[src/rtl/posit_pkg.sv]
// Shared types and constants for the posit decoder.
// Latency: n/a (declarations only).
// Backpressure: n/a.
package posit_pkg;

    // Decoder sequencing: one field is peeled off the word per state.
    typedef enum logic [2:0] {
        ST_IDLE   = 3'd0,
        ST_SIGN   = 3'd1,
        ST_REGIME = 3'd2,
        ST_EXP    = 3'd3,
        ST_FRAC   = 3'd4,
        ST_DONE   = 3'd5
    } state_t;

    // Width of the signed regime value k for an n-bit posit.
    // k spans -(n-1)..n-2, so clog2(n) magnitude bits plus a sign bit.
    function automatic int kw_of(input int n);
        return $clog2(n) + 1;
    endfunction

    // Special encodings, right-aligned in a 64-bit container.
    // nar=0 gives the zero pattern, nar=1 gives NaR (MSB set, rest clear).
    function automatic logic [63:0] special_pattern(input int n, input logic nar);
        return nar ? (64'd1 << (n - 1)) : 64'd0;
    endfunction

endpackage

[src/rtl/posit_abs.sv]
// Conditional two's-complement negation of an N-bit word.
// Latency: combinational, zero cycles.
// Backpressure: none, pure function of its inputs.
module posit_abs #(
    parameter int N = 32
) (
    input  logic         neg,
    input  logic [N-1:0] in_word,
    output logic [N-1:0] abs_word
);

    localparam logic [N-1:0] ONE = N'(1);

    // Negative posits are decoded from their magnitude; positives pass through.
    always_comb begin
        abs_word = in_word;
        if (neg) begin
            abs_word = ~in_word + ONE;
        end
    end

endmodule

[src/rtl/posit_decoder_gen.sv]
// Multi-cycle posit field decoder: sign, regime k, exponent, mantissa, zero/NaR.
// Latency: 2 edges to done for zero/NaR; otherwise SIGN + regime bits + EXP + FRAC + DONE.
// Backpressure: start is only sampled in IDLE; requests while busy are dropped.
module posit_decoder_gen
    import posit_pkg::*;
#(
    parameter int N  = 32,
    parameter int ES = 3,
    localparam int KW = kw_of(N)
) (
    input  logic          clk,
    input  logic          rst,
    input  logic          start,
    input  logic [N-1:0]  posit_num,
    output logic          busy,
    output logic          done,
    output logic          sign,
    output logic [KW-1:0] k,
    output logic [ES-1:0] exp_value,
    output logic [N-1:0]  mantissa,
    output logic          is_zero,
    output logic          is_nar
);

    localparam logic [63:0]   ZERO64   = special_pattern(N, 1'b0);
    localparam logic [63:0]   NAR64    = special_pattern(N, 1'b1);
    localparam logic [N-1:0]  ZERO_PAT = ZERO64[N-1:0];
    localparam logic [N-1:0]  NAR_PAT  = NAR64[N-1:0];
    // The regime can occupy at most every bit after the sign.
    localparam logic [KW-1:0] RUN_MAX  = KW'(N - 1);
    localparam logic [KW-1:0] ONE_KW   = KW'(1);

    state_t        state_q, state_d;
    logic [N-1:0]  sr_q, sr_d;
    logic [KW-1:0] run_q, run_d;
    logic          rbit_q, rbit_d;
    logic          busy_q, busy_d;
    logic          done_q, done_d;
    logic          sign_q, sign_d;
    logic [KW-1:0] k_q, k_d;
    logic [ES-1:0] exp_q, exp_d;
    logic [N-1:0]  mant_q, mant_d;
    logic          zero_q, zero_d;
    logic          nar_q, nar_d;
    logic [N-1:0]  abs_word;

    // A run of ones of length r encodes k = r-1; a run of zeros encodes k = -r.
    function automatic logic [KW-1:0] regime_k(input logic ones, input logic [KW-1:0] run);
        return ones ? (run - ONE_KW) : (~run + ONE_KW);
    endfunction

    posit_abs #(
        .N(N)
    ) u_abs (
        .neg      (sr_q[N-1]),
        .in_word  (sr_q),
        .abs_word (abs_word)
    );

    // Next-state and datapath: the shift register is consumed MSB first, zeros fill in.
    always_comb begin
        state_d = state_q;
        sr_d    = sr_q;
        run_d   = run_q;
        rbit_d  = rbit_q;
        busy_d  = busy_q;
        done_d  = 1'b0;
        sign_d  = sign_q;
        k_d     = k_q;
        exp_d   = exp_q;
        mant_d  = mant_q;
        zero_d  = zero_q;
        nar_d   = nar_q;

        case (state_q)
            ST_IDLE: begin
                if (start) begin
                    sr_d    = posit_num;
                    run_d   = '0;
                    busy_d  = 1'b1;
                    state_d = ST_SIGN;
                end
            end

            ST_SIGN: begin
                sign_d = sr_q[N-1];
                if ((sr_q == ZERO_PAT) || (sr_q == NAR_PAT)) begin
                    // Special encodings carry no regime/exponent/fraction.
                    zero_d  = (sr_q == ZERO_PAT);
                    nar_d   = (sr_q == NAR_PAT);
                    k_d     = '0;
                    exp_d   = '0;
                    mant_d  = '0;
                    state_d = ST_DONE;
                end else begin
                    zero_d  = 1'b0;
                    nar_d   = 1'b0;
                    // Drop the sign; the first regime bit sets the run polarity.
                    sr_d    = abs_word << 1;
                    rbit_d  = abs_word[N-2];
                    run_d   = '0;
                    state_d = ST_REGIME;
                end
            end

            ST_REGIME: begin
                sr_d = sr_q << 1;
                if (sr_q[N-1] == rbit_q) begin
                    run_d = run_q + ONE_KW;
                    // Run filled the whole word: no terminator to consume.
                    if (run_d == RUN_MAX) begin
                        k_d     = regime_k(rbit_q, run_d);
                        state_d = ST_EXP;
                    end
                end else begin
                    // Opposite bit terminates the run and is consumed here.
                    k_d     = regime_k(rbit_q, run_q);
                    state_d = ST_EXP;
                end
            end

            ST_EXP: begin
                exp_d   = sr_q[N-1 -: ES];
                sr_d    = sr_q << ES;
                state_d = ST_FRAC;
            end

            ST_FRAC: begin
                mant_d  = {1'b1, sr_q[N-1:1]};
                state_d = ST_DONE;
            end

            ST_DONE: begin
                done_d  = 1'b1;
                busy_d  = 1'b0;
                state_d = ST_IDLE;
            end

            default: begin
                busy_d  = 1'b0;
                state_d = ST_IDLE;
            end
        endcase
    end

    // State and output registers; reset abandons any in-flight decode.
    always_ff @(posedge clk or posedge rst) begin
        if (rst) begin
            state_q <= ST_IDLE;
            sr_q    <= '0;
            run_q   <= '0;
            rbit_q  <= 1'b0;
            busy_q  <= 1'b0;
            done_q  <= 1'b0;
            sign_q  <= 1'b0;
            k_q     <= '0;
            exp_q   <= '0;
            mant_q  <= '0;
            zero_q  <= 1'b0;
            nar_q   <= 1'b0;
        end else begin
            state_q <= state_d;
            sr_q    <= sr_d;
            run_q   <= run_d;
            rbit_q  <= rbit_d;
            busy_q  <= busy_d;
            done_q  <= done_d;
            sign_q  <= sign_d;
            k_q     <= k_d;
            exp_q   <= exp_d;
            mant_q  <= mant_d;
            zero_q  <= zero_d;
            nar_q   <= nar_d;
        end
    end

    assign busy      = busy_q;
    assign done      = done_q;
    assign sign      = sign_q;
    assign k         = k_q;
    assign exp_value = exp_q;
    assign mantissa  = mant_q;
    assign is_zero   = zero_q;
    assign is_nar    = nar_q;

endmodule

[config.mk]
export PLATFORM = sky130hd
export DESIGN_NAME = posit_decoder_gen
export DESIGN_NICKNAME = d
export VERILOG_FILES = /design/src/rtl/posit_pkg.sv /design/src/rtl/posit_abs.sv /design/src/rtl/posit_decoder_gen.sv
export SDC_FILE = /design/constraint.sdc
export NUM_CORES = 1
export LEC_CHECK = 0
export BUFFER_PORTS_ARGS = -buffer_cell sky130_fd_sc_hd__buf_2
export CELL_PAD_IN_SITES_DETAIL_PLACEMENT = 0
export CELL_PAD_IN_SITES_GLOBAL_PLACEMENT = 1
export CORE_ASPECT_RATIO = 0.8
export CORE_UTILIZATION = 43
export CTS_CLUSTER_SIZE = 10
export DETAILED_ROUTE_END_ITERATION = 6
export GPL_TIMING_DRIVEN = 1
export PLACE_DENSITY = 0.79
export SETUP_SLACK_MARGIN = 0.3
export SYNTH_ARGS = -nofsm -noshare
export SYNTH_HDL_FRONTEND = slang
export SYNTH_SLANG_ARGS = --single-unit
[constraint.sdc]
create_clock -name clk -period 3.6 [get_ports clk]
set_clock_uncertainty 0.2 [all_clocks]
set_input_delay 0.72 -clock clk [delete_from_list [all_inputs] [get_ports clk]]
set_output_delay 0.72 -clock clk [all_outputs]
set_load 0.02 [all_outputs]
# --- Word level (Yosys, flattened, before mapping) ---
# Index checks and enable logic that the tools add are counted.
classes:
  n_addsub: 6
  eq_ne: 13
  n_mux: 28
  n_bitwise: 5
  n_reduce_logical: 17
ops:
  columns: ["operator", "count"]
  rows:
  - ["$pmux W32 S4", 1]
  - ["$mux W32", 3]
  - ["$pmux W32 S2", 1]
  - ["$mux W6", 8]
  - ["$eq A32 B32 Y1 const B", 1]
  - ["$logic_not A32 Y1", 1]
  - ["$add A31 B1 Y31 const B", 1]
  - ["$mux W31", 1]
  - ["$not A31 Y31", 1]
  - ["$add A6 B1 Y6 const B", 3]
  - ["$pmux W6 S3", 1]
  - ["$mux W3", 5]
  - ["$pmux W3 S5", 1]
  - ["$not A6 Y6", 2]
  - ["$pmux W6 S2", 1]
  - ["$sub A6 B1 Y6 const B", 2]
  - ["$reduce_and A2 Y1", 5]
  - ["$ne A2 B2 Y1 const B", 4]
  - ["$eq A3 B2 Y1 const B", 2]
  - ["$eq A3 B3 Y1 const B", 2]
  - ["$eq A6 B5 Y1 const B", 1]
  - ["$pmux W3 S2", 1]
  - ["$reduce_and A3 Y1", 2]
  - ["$reduce_bool A2 Y1", 3]
  - ["other kinds (12)", 16]
word_totals:
  register_bits: 88
  inputBits: 35
  word_cells: 81

# --- Logic depth before layout (Yosys ltp) ---
logic_depth:
  word_depth: 7
  ltp_mapped: 10

# --- By module ---
# Synthesis repeated with hierarchy kept, for this count alone.
unflattened:
  hier_cells: 664
  hier_area_um2: 5551.6
by_module_without_submodules:
  columns: ["module", "n_inst", "cells_each", "area_per_inst_um2", "seq_area_each_um2"]
  rows:
  - ["posit_decoder_gen", 1, 565, 4774.6, 2202.1]
  - ["posit_abs", 1, 99, 777.0, 0.0]

# --- Least setup slack after synthesis ---
# OpenSTA, ideal clock, no wires.
synth_timing:
  path_kind: "register -> register"
  startpoint: "register run_q[0]"
  endpoint: "register k_q[5], in the netlist k[5]"
  setup_time_ns: 0.126
  arrival_time_ns: 2.317
  slack_ns: 0.957
  path_stages_with_launch: 10
  n_path_buf: 2
  period_less_slack_ns: 2.643
  cell_sequence: "dfrtp_1 > buf_2 > inv_1 > ha_1 > clkbuf_1 > a2111oi_1 > o21ai_0 > a311o_1 > o211a_1 > a221o_1"
synth_via:
  elab_chain_cells: 7
synth_lines:
  columns: ["element", "line_no", "rtl"]
  rows:
  - ["from (decl)", "posit_decoder_gen.sv:35", "logic [KW-1:0] run_q, run_d;"]
  - ["from (signal assigned)", "posit_decoder_gen.sv:164", "run_q <= run_d;"]
  - ["$add A6 B1 Y6", "posit_decoder_gen.sv:109", "run_d = run_q + ONE_KW;"]
  - ["$not A6 Y6", "posit_decoder_gen.sv:49", "return ones ? (run - ONE_KW) : (~run + ONE_KW);"]
  - ["$add A6 B1 Y6", "posit_decoder_gen.sv:49", null]
  - ["$mux W6", "posit_decoder_gen.sv:49", null]
  - ["$mux W6", "posit_decoder_gen.sv:111", "if (run_d == RUN_MAX) begin"]
  - ["$mux W6", "posit_decoder_gen.sv:108", "if (sr_q[N-1] == rbit_q) begin"]
  - ["$pmux W6 S2", "posit_decoder_gen.sv:75", "case (state_q)"]
  - ["to (signal assigned)", "posit_decoder_gen.sv:169", "k_q <= k_d;"]
  - ["to (decl)", "posit_decoder_gen.sv:40", "logic [KW-1:0] k_q, k_d;"]
# Parallel ways exist; a longest one is shown, timed or not. The select of a mux whose other input is x is not followed.
# A chain may end at the register's enable or synchronous reset.

# --- Worst setup path after layout ---
# Ends and elaborated chain as after synthesis.

==> flow_summary.yaml <==
run_status:
  status: "finished, final reports clean"
power_and_ir_drop:
  p_leak_uw: 0.00271
  switching_share: 0.486
  clockPowerShare: 0.147
  pwr-share-comb: 0.534
  irDropWorstVdd_uv: 394
  p_int_uw: 3350
  seq_power_share: 0.319
  p_switching_uw: 3170
  power.density_mw_per_mm2: 1020
floorplan:
  die_x_um: 130
  rows: 36
  ioPinCount: 81
  design.core.area_mm2: 0.0124
  fp.dieH_um: 104
  start_util: 0.451
  die_area_mm2: 0.0135
routing:
  dr.first_iter.drc_count: 499
  drt_pass1_iterations: 5
  routedWlPerCell_um: 19.1
  ant_nets: 0
  vias_per_cell: 6.04
  routed_wl_mm: 17.0
  num_vias: 5387
  drc: 0
place:
  place.gp.congestion: 0.911
  portBuffers: 80
  dpl.hpwl_mm: 11.8
synthesis:
  yosysWarningCount: 0
  syn_area_mm2: 0.00560
  syn_inst: 674
  synth_edf_count: 0
  ys_seq_elements: 88
  synthesis.nets: 713
  ys_types: 70
  syn_area_per_cell_um2: 8.31
  ys_seq_area_frac: 0.393
  ys_async_sr_fraction: 1.00
  ys.flop_type: "dfrtp_1"
global_routing:
  groute.usage.overall: 0.263
  grt_pass1_wl_mm: 27.4
  antenna_found_initial: 0
  grt_max_degree: 48
  gr-total-overflow: 0
  grt_pass1_vias: 4873
sta:
  clock.fmax_mhz: 336
  rsz0062_at_grt: "no"
  tightestPinTransition_ps: 858
  max_slew_margin: 0.426
  finalHoldViolations: 0
  report.final.setup_viol: 0
  fin_setup_tns_ps: 0
  fin_crit_sh: 0.827
  slew_violations: 0
  min_period_ps: 2980
clock_tree:
  hold_buffers: 0
  ctsRootBufferMaster: "clkbuf_16"
  cts_max_level: 3
  clock_path_buffers: 2
  cts_setup_buffers: 0
  clkLatencyLatePin_ps: 360
  cts_tree: "done"
  numCtsBuffers: 9
  cts_resized: 0
  clock-sinks: 88
  clk_pin_slew_worst_paths_ps: 60
finish:
  drive_above_1_share: 0.184
  final_net_count: 755
  areaGrowthSynthToFinish_pct: 13.6
  final_common_cell: "nand2_1"
  n_antenna_cell: 0
  final_cell_mix: "120 x nand2_1, 88 x dfrtp_1, 80 x buf_2"
  utilization: 0.512
job:
  drv_cap: 0
critical_path:
  critPathLaunchType: "flop"
  worstPathArrival_ps: 3020
  worstSetupPathType: "flop to flop"
  end_kind: "flop"
  critPathMaxFanout: 11
  worstPathRequired_ps: 3640
min_path:
  hold_path.class: "primary input to asynchronous set/reset pin"
[path summary, 6_finish.rpt]
path,to,cells past startpoint,slack [ps],from
min in group clk,sign,2,270,sign
hold reg to reg,sign,2,270,sign
setup reg to reg,k[5],7,620,run_q[0]
hold / removal,k[1],2,270,rst
max in group asynchronous,mantissa[11],3,2210,rst
setup / recovery,k[5],7,620,run_q[0]
[cells by family (layout without fill, tap and decap cells)]
family,Yosys count,after routing,share of synthesized area
adder cells (fa/ha/maj),4,4,0.00893
AO/OA/AOI/OAI,215,215,0.258
flip-flops,88,88,0.393
buffers and inverters,78,125,0.0623
AND/OR/NAND/NOR,246,246,0.207
XOR/XNOR,28,28,0.0438
multiplexers,15,15,0.0277
[Yosys cell counts (3+ instances only)]
library cell  instances  area [um2]
o21ai_0              71         355
nor3_1               13        65.1
mux2i_1              11         110
a221oi_1              3        26.3
or3_1                 8        50.1
mux2_2                4        45.0
o21ai_1               5        25.0
a22oi_1               7        52.6
ha_1                  4        50.1
inv_1                12        45.0
a31oi_1               5        31.3
nand4_1               4        25.0
a21o_1                5        37.5
o221ai_1              4        35.0
o211ai_1              3        22.5
or2_2                 3        18.8
buf_2                 8        40.0
nand2_1             120         450
o41ai_2               4        65.1
o22ai_1              18         113
o31ai_1              11        82.6
buf_1                 7        26.3
a21oi_1              25         125
a211oi_1             14         105
o311ai_0              4        35.0
dfrtp_1              88        2200
nand2b_1              5        31.3
a22o_1                6        52.6
or4_1                 3        22.5
nor4b_1               5        43.8
o41ai_1               7        61.3
nor4_1                6        37.5
buf_6                 6        67.6
clkbuf_1             44         165
nor2_1               46         173
xnor2_1              21         184
nor2b_1              13        81.3
nand3_1               8        40.0
xor2_1                7        61.3
[flip-flops by register name, summed over array words and instances, names as in the netlist]
register and flops:
state_q 3, sr_q 32, exp_value 3, run_q 6, rbit_q 1, is_nar 1, k 6, busy 1
mantissa 32, is_zero 1, done 1, sign 1
[layer usage]
| layer | vias to the layer above | global-route usage | share of wire |
|---|---|---|---|
| li1 | 2526 | - | - |
| met4 | 0 | 0.0664 | 0.016 |
| met1 | 2580 | 0.399 | 0.49 |
| met5 | - | 0 | 0 |
| met2 | 252 | 0.364 | 0.41 |
| met3 | 29 | 0.0689 | 0.086 |
[power groups by stage]
stage	clock, uW	combinational (uW)	sequential (uW)
2_1_floorplan	0	2630	1950
3_3_place_gp	0	3390	2050
3_5_place_dp	0	3430	2070
4_1_cts	983	3440	2050
5_1_grt	1020	3830	2150
6_report	961	3480	2080
[critical path: stages (launching register included)]
cell and delay [ps]:
dfrtp_1 540, inv_1 190, ha_1 430, a2111oi_1 460
o21ai_0 240, a311o_1 410, o211a_1 140, a221o_1 250
[per-stage QoR]
stage	instances	worst slack (ps)	hold slack, ps	instance area, um2	total power (uW)
after floorplan	674	401	290	5600	4570
after global placement	876	742	257	6070	5440
after detailed placement	876	639	259	6070	5500
after CTS	892	659	280	6360	6480
after global routing	892	411	301	6360	6990
final	892	622	271	6360	6520
[layout make-up]
cell class	count	area (um2)
inverter	12	46.3
clock buffer	12	246
sequential	88	2200
clock inverter	4	51.3
fill	1254	6070
tap	171	214
multi-input combinational	508	3050
timing repair buffer	97	553
Power figures use the tool's default switching activity.
